### src/rtl/irq_pkg.sv
// irq_pkg: shared FSM state type and config register addresses for the interrupt controller
package irq_pkg;
  typedef enum logic {IRQ_IDLE, IRQ_ACTIVE} irq_state_e;
  localparam logic [1:0] IRQ_ADDR_ENABLE   = 2'd0;
  localparam logic [1:0] IRQ_ADDR_MODE     = 2'd1;
  localparam logic [1:0] IRQ_ADDR_PEND_CLR = 2'd2;
endpackage

### src/rtl/irq_prio_enc.sv
// irq_prio_enc: combinational lowest-index priority encoder (vec -> id of lowest set bit, found=|vec)
module irq_prio_enc #(
  parameter int N    = 8,
  parameter int ID_W = $clog2(N)
) (
  input  logic [N-1:0]    vec,
  output logic [ID_W-1:0] id,
  output logic            found
);
  always_comb begin
    id    = '0;
    found = |vec;
    for (int i = N - 1; i >= 0; i--)
      if (vec[i]) id = ID_W'(i);
  end
endmodule

### src/rtl/irq_controller.sv
// irq_controller: latches/masks interrupt requests, raises irq_out, serves claim/complete; IRQ_SYNC_EN adds a 2-flop input synchroniser
module irq_controller
  import irq_pkg::*;
#(
  parameter int NUM_SRC = 8,
  parameter int ID_W    = $clog2(NUM_SRC)
) (
  input  logic               clk,
  input  logic               rst,
  input  logic [NUM_SRC-1:0] src_irq,
  input  logic               wr_en,
  input  logic [1:0]         wr_addr,
  input  logic [31:0]        wr_data,
  output logic               irq_out,
  input  logic               claim,
  output logic               claim_valid,
  output logic               claim_empty,
  output logic [ID_W-1:0]    claim_id,
  input  logic               complete,
  input  logic [ID_W-1:0]    complete_id,
  output logic [NUM_SRC-1:0] pending
);
  irq_state_e         state;
  logic [NUM_SRC-1:0] src_s, src_q, enable, mode, masked, set_v, clr_v, claim_clr;
  logic [ID_W-1:0]    enc_id, act_id;
  logic               enc_found, grant, unused_wr;
`ifdef IRQ_SYNC_EN
  logic [NUM_SRC-1:0] sync1;
  always_ff @(posedge clk) begin
    if (rst) begin
      sync1 <= '0;
      src_s <= '0;
    end else begin
      sync1 <= src_irq;
      src_s <= sync1;
    end
  end
`else
  assign src_s = src_irq;
`endif
  assign unused_wr = ^wr_data;
  irq_prio_enc #(.N(NUM_SRC), .ID_W(ID_W)) u_enc (.vec(masked), .id(enc_id), .found(enc_found));
  assign masked    = pending & enable;
  // edge mode sets only on a rising edge, level mode every cycle the line is high
  assign set_v     = src_s & (~mode | ~src_q);
  assign clr_v     = (wr_en && wr_addr == IRQ_ADDR_PEND_CLR) ? wr_data[NUM_SRC-1:0] : '0;
  assign grant     = state == IRQ_IDLE && claim && enc_found;
  assign claim_clr = grant ? NUM_SRC'(1) << enc_id : '0;
  assign irq_out   = state == IRQ_IDLE && |masked;
  always_ff @(posedge clk) begin
    if (rst) begin
      state       <= IRQ_IDLE;
      src_q       <= '0;
      enable      <= '0;
      mode        <= '0;
      pending     <= '0;
      act_id      <= '0;
      claim_valid <= 1'b0;
      claim_empty <= 1'b0;
      claim_id    <= '0;
    end else begin
      src_q       <= src_s;
      // new requests win over any clear in the same cycle
      pending     <= (pending & ~clr_v & ~claim_clr) | set_v;
      if (wr_en && wr_addr == IRQ_ADDR_ENABLE) enable <= wr_data[NUM_SRC-1:0];
      if (wr_en && wr_addr == IRQ_ADDR_MODE) mode <= wr_data[NUM_SRC-1:0];
      claim_valid <= claim;
      claim_empty <= claim && !grant;
      claim_id    <= grant ? enc_id : '0;
      if (grant) begin
        state  <= IRQ_ACTIVE;
        act_id <= enc_id;
      end else if (state == IRQ_ACTIVE && complete && complete_id == act_id) begin
        state  <= IRQ_IDLE;
      end
    end
  end
endmodule
### config.mk
export PLATFORM = sky130hd
export DESIGN_NAME = irq_controller
export DESIGN_NICKNAME = d
export VERILOG_FILES = /design/src/rtl/irq_pkg.sv /design/src/rtl/irq_prio_enc.sv /design/src/rtl/irq_controller.sv
export SDC_FILE = /design/constraint.sdc
export NUM_CORES = 1
export LEC_CHECK = 0
export ABC_AREA = 0
export CAP_MARGIN = 20
export CORE_MARGIN = 4
export CORE_UTILIZATION = 46
export CTS_CLUSTER_DIAMETER = 120
export DETAILED_ROUTE_END_ITERATION = 6
export PLACE_DENSITY = 0.84
export REMOVE_ABC_BUFFERS = 1
export SETUP_SLACK_MARGIN = 0.1
export SYNTH_ARGS = -nofsm -noshare
export SYNTH_HDL_FRONTEND = slang
export SYNTH_SLANG_ARGS = --single-unit
### constraint.sdc
create_clock -name clk -period 3.31 [get_ports clk]
set_input_delay 0.662 -clock clk [delete_from_list [all_inputs] [get_ports clk]]
set_output_delay 0.662 -clock clk [all_outputs]
set_load 0.1 [all_outputs]
Word level (Yosys, flattened, before mapping)
Cells that the tools add are included.

Register bits: 41. Input port bits: 50. Output and inout port bits: 14. Logic and storage cells: 51.

Eq/ne operators: 3. Shift operators: 1. Mux-type cells: 12. Bitwise gates (word level): 12. Reduce and logical (&&, ||, !) cells: 14.

Operator list (count): $and 8x8->8 (4); $not 8->8 (4); $mux 3 (8); $mux 8 (2); $or 8x8->8 (2); $logic_and 1x1->1 (9); $reduce_or 8->1 (1); $shl 1x3->8 const A (1); $eq 3x3->1 (1); $eq 2x1->1 const B (1); $eq 2x2->1 const B (1); $logic_not 2->1 (1); $mux 1 (2); $not 1->1 (2); $reduce_bool 2->1 (1); $reduce_or 2->1 (1); $logic_not 1->1 (1).

Logic depth before layout (Yosys ltp)
Depth in word-level cells: 14. Depth in mapped cells: 5. Depth with buffers taken out: 4.

By module
A second synthesis with hierarchy kept.

Cells, all modules: 174. Area, all modules: 1730.4 µm².

Modules (own cells, without submodules): irq_controller (instances 1, cells an instance 161, area each 1649.1 µm², seq. area each 820.8 µm²); irq_prio_enc (instances 1, cells an instance 13, area each 81.3 µm², seq. area each 0.0 µm²).

Least setup slack after synthesis
Ideal clock, no wire load.

Path type: reg-to-output. Start: register pending[1]. End: output irq_out. Data arrival time: 2813 ps. Data required time: 2648 ps. Path slack: -165 ps. Stages on the path, launching flop included: 5. Path buffers: 0. Cells stage by stage: dfxtp_1 > a22oi_1 > nand2_1 > nor2_1 > nor2_1.

Cells in the longest elaborated chain, start to end: 3.

Ends and longest elaborated chain: from (decl) (line irq_controller.sv:21) `output logic [NUM_SRC-1:0] pending`; from (signal assigned) (line irq_controller.sv:64) `pending <= (pending & ~clr_v & ~claim_clr) | set_v;`; $and 8x8->8 (line irq_controller.sv:43) `assign masked = pending & enable;`; $reduce_or 8->1 (line irq_controller.sv:49) `assign irq_out = state == IRQ_IDLE && |masked;`; $logic_and 1x1->1 (line irq_controller.sv:49); to (decl) (line irq_controller.sv:14) `output logic irq_out,`.

No other way between the ends.

Worst setup path in the final report
Ends and elaborated chain as after synthesis.

==> flow_metrics.env <==
export IMPL_drt_first_pass_iters=4
export IMPL_hold_buffers=0
export IMPL_ant_nets=0
export IMPL_worstSetupStartpointType="flip-flop"
export IMPL_die_h_um=67.9
export IMPL_cp_end_kind="output port"
export IMPL_syn_cell_area_sq_um=1650
export IMPL_placed_cells=258
export IMPL_clk_pin_slew_ps=110
export IMPL_cts_buffers=5
export IMPL_drive_gt1_share_pct=11.0
export IMPL_ctsResizeCount=0
export IMPL_slew_violations=0
export IMPL_tightest_slew_ps=957
export IMPL_grt_total_usage_pct=17.3
export IMPL_ir_worst_vdd_mv=0.277
export IMPL_maxCapViolCount=0
export IMPL_port_buffers=39
export IMPL_synth_cells=177
export IMPL_fin_nets=269
export IMPL_grt_pass1_wl_um=6030
export IMPL_swShare_pct=32.1
export IMPL_synth_seq_area_share_pct=49.7
export IMPL_drc=0
export IMPL_clk_latency_ps=350
export IMPL_relSlewSlack_pct=36.0
export IMPL_outcome="completed"
export IMPL_gp_congestion=0.801
export IMPL_hold_violations=0
export IMPL_rows=21
export IMPL_min_path_type="reg -> reg"
export IMPL_vias=1421
export IMPL_p_per_area_nw_per_um2=484
export IMPL_setup_viol=0
export IMPL_yosys_warnings=0
export IMPL_fill_cells=290
export IMPL_synth_seq_cells=41
export IMPL_cts_setup_buffers=0
export IMPL_critical_path_class="reg -> out"
export IMPL_worstPathRequired_ps=2650
export IMPL_placed_area_sq_um=2070
export IMPL_cts_tree="yes"
export IMPL_finalInstanceArea_sq_um=2130
export IMPL_wl_per_cell_um=14.0
export IMPL_cts_sinks=41
export IMPL_io_pins=64
export IMPL_die_w_um=67.9
export IMPL_leakagePower_nw=0.871
export IMPL_dr_first_iter_drc_count=65
export IMPL_fin_cells=265
export IMPL_dieArea_sq_um=4610
export IMPL_synth_cell_types=37
export IMPL_area_growth_synth_to_final_pct=28.8
export IMPL_place_hpwl_um=2690
export IMPL_cts_buffer_depth=2
export IMPL_combinationalPowerShare_pct=22.8
export IMPL_core_sq_um=3390
export IMPL_grt_max_degree=23
export IMPL_finalCritPeriodShare_pct=74.8
export IMPL_crit_fanout=6
export IMPL_p_int_w=0.000699
export IMPL_pwr_share_seq_pct=52.6
export IMPL_grt_pass1_vias=1378
export IMPL_gr_total_overflow=0
export IMPL_switchingPower_w=0.000330
export IMPL_regArea_sq_um=821
export IMPL_hold_slack_ps=492
export IMPL_totalWireLength_um=3700
export IMPL_clock_fmax_mhz=404
export IMPL_avgViaCountPerCell=5.36
export IMPL_rsz0062_at_grt="no"
export IMPL_skew_ps=8.68
export IMPL_multi_input_area_sq_um=797
export IMPL_period_minus_slack_ps=2480
export IMPL_syn_area_per_cell_sq_um=9.33
export IMPL_antennaDiodeCount=0
export IMPL_antenna_found_initial=0
export IMPL_crit_arrival_ps=1810
export IMPL_htree_num_levels=2
export IMPL_initial_core_util_pct=48.7
export IMPL_power_frac_clock_pct=24.7
export IMPL_clock_tree_root_cell="clkbuf_4"
[cells by family (layout without fill, tap and decap cells)]
kind of cell	count (synthesis)	after routing	share of synthesized area (%)
DFF	41	41	49.7
AOI/OAI and AO/OA	41	41	17.7
muxes	16	16	9.70
buffers and inverters	8	50	2.04
and+or+nand+nor	68	68	19.2
xor gates and xnor gates	3	3	1.59
[state kept, by name (all words and copies together) (netlist names)]
register,count
pending,8
mode,8
claim_empty,1
src_q,8
claim_valid,1
enable,8
state,1
claim_id,3
act_id,3
[power by group through the flow]
stage,Combinational [W],Sequential [W],Clock [W]
after floorplan,0.0000715,0.000630,0
after global placement,0.000230,0.000551,0
after detailed placement,0.000234,0.000551,0
after CTS,0.000235,0.000540,0.000258
after global routing,0.000247,0.000544,0.000281
final,0.000234,0.000541,0.000254
[area by class of cell]
type | instances | area share [%]
Timing Repair Buffer | 42 | 18.5
Inverter | 1 | 0.176
Sequential cell | 41 | 38.6
Tap cell | 46 | 2.71
Multi-Input combinational cell | 128 | 37.5
Clock buffer | 7 | 2.59
[cells in the mapped netlist, drive strengths merged]
cell    count  area [sq um]
a22oi       5          37.5
o21a        1          7.51
nand2      21          78.8
nand4       2          12.5
or3         1          6.26
a21boi      5          37.5
a22o        3          27.5
clkinv      1          3.75
nor2       20          75.1
o211ai      1          7.51
clkbuf      3          11.3
nand2b      2          12.5
nand3       3          15.0
o41a        1          11.3
nand3b      1          7.51
a221oi      1          8.76
o31ai       1          7.51
nor3b       1          7.51
a41o        1          10.0
and3b       1          8.76
nor3        5          25.0
o211a       1          10.0
mux2i      16           160
dfxtp      41           821
a32o        1          10.0
a31oi       5          31.3
a211oi      1          7.51
and2        1          6.26
a31o        1          8.76
xnor2       3          26.3
a21o        2          15.0
nor2b      10          62.6
buf         4          18.8
o21ai       2          10.0
a21oi       9          45.0
[critical path: stages (launching register included)]
cell and delay, ps:
dfxtp_1 360, a22oi_1 430, nand2_1 180, nor2_1 190
nor2_1 70, buf_4 230
[cells in the final DEF (no fill, tap or decap), drive strengths merged, types with 7 or more instances in the layout]
cell type | synthesis | routed
clkdlybuf4s50 | 0 | 26
buf | 4 | 16
nor2b | 10 | 10
nand2 | 21 | 21
mux2i | 16 | 16
nor2 | 20 | 20
dfxtp | 41 | 41
clkbuf | 3 | 7
a21oi | 9 | 9
[layer usage]
| metal | part of all wire, % | global-route usage (%) | up-vias |
|---|---|---|---|
| met1 | 47 | 21.5 | 659 |
| met2 | 46 | 28.2 | 40 |
| met4 | 1.6 | 8.19 | 0 |
| met3 | 5.4 | 4.11 | 8 |
| li1 | - | - | 714 |
| met5 | 0 | 0 | - |
[metrics by stage]
| step | setup WS, ps | util, % | setup TNS [ps] | power [W] |
|---|---|---|---|---|
| 2_1_floorplan | -165 | - | -165 | 0.000702 |
| 3_3_place_gp | 887 | 61.1 | 0 | 0.000781 |
| 3_5_place_dp | 879 | 61.1 | 0 | 0.000785 |
| 4_1_cts | 830 | 62.8 | 0 | 0.00103 |
| 5_1_grt | 687 | 62.8 | 0 | 0.00107 |
| 6_report | 835 | 62.8 | 0 | 0.00103 |
[final timing paths]
| path | start | end | cells after the start | slack, ps |
|---|---|---|---|---|
| hold reg to reg | src_q[2] | pending[2] | 3 | 490 |
| setup / recovery | pending[1] | irq_out | 5 | 830 |
| hold / removal | src_q[2] | pending[2] | 3 | 490 |
| setup reg to reg | pending[1] | act_id[0] | 4 | 1800 |
No activity file was read; power rests on OpenSTA's default activity.
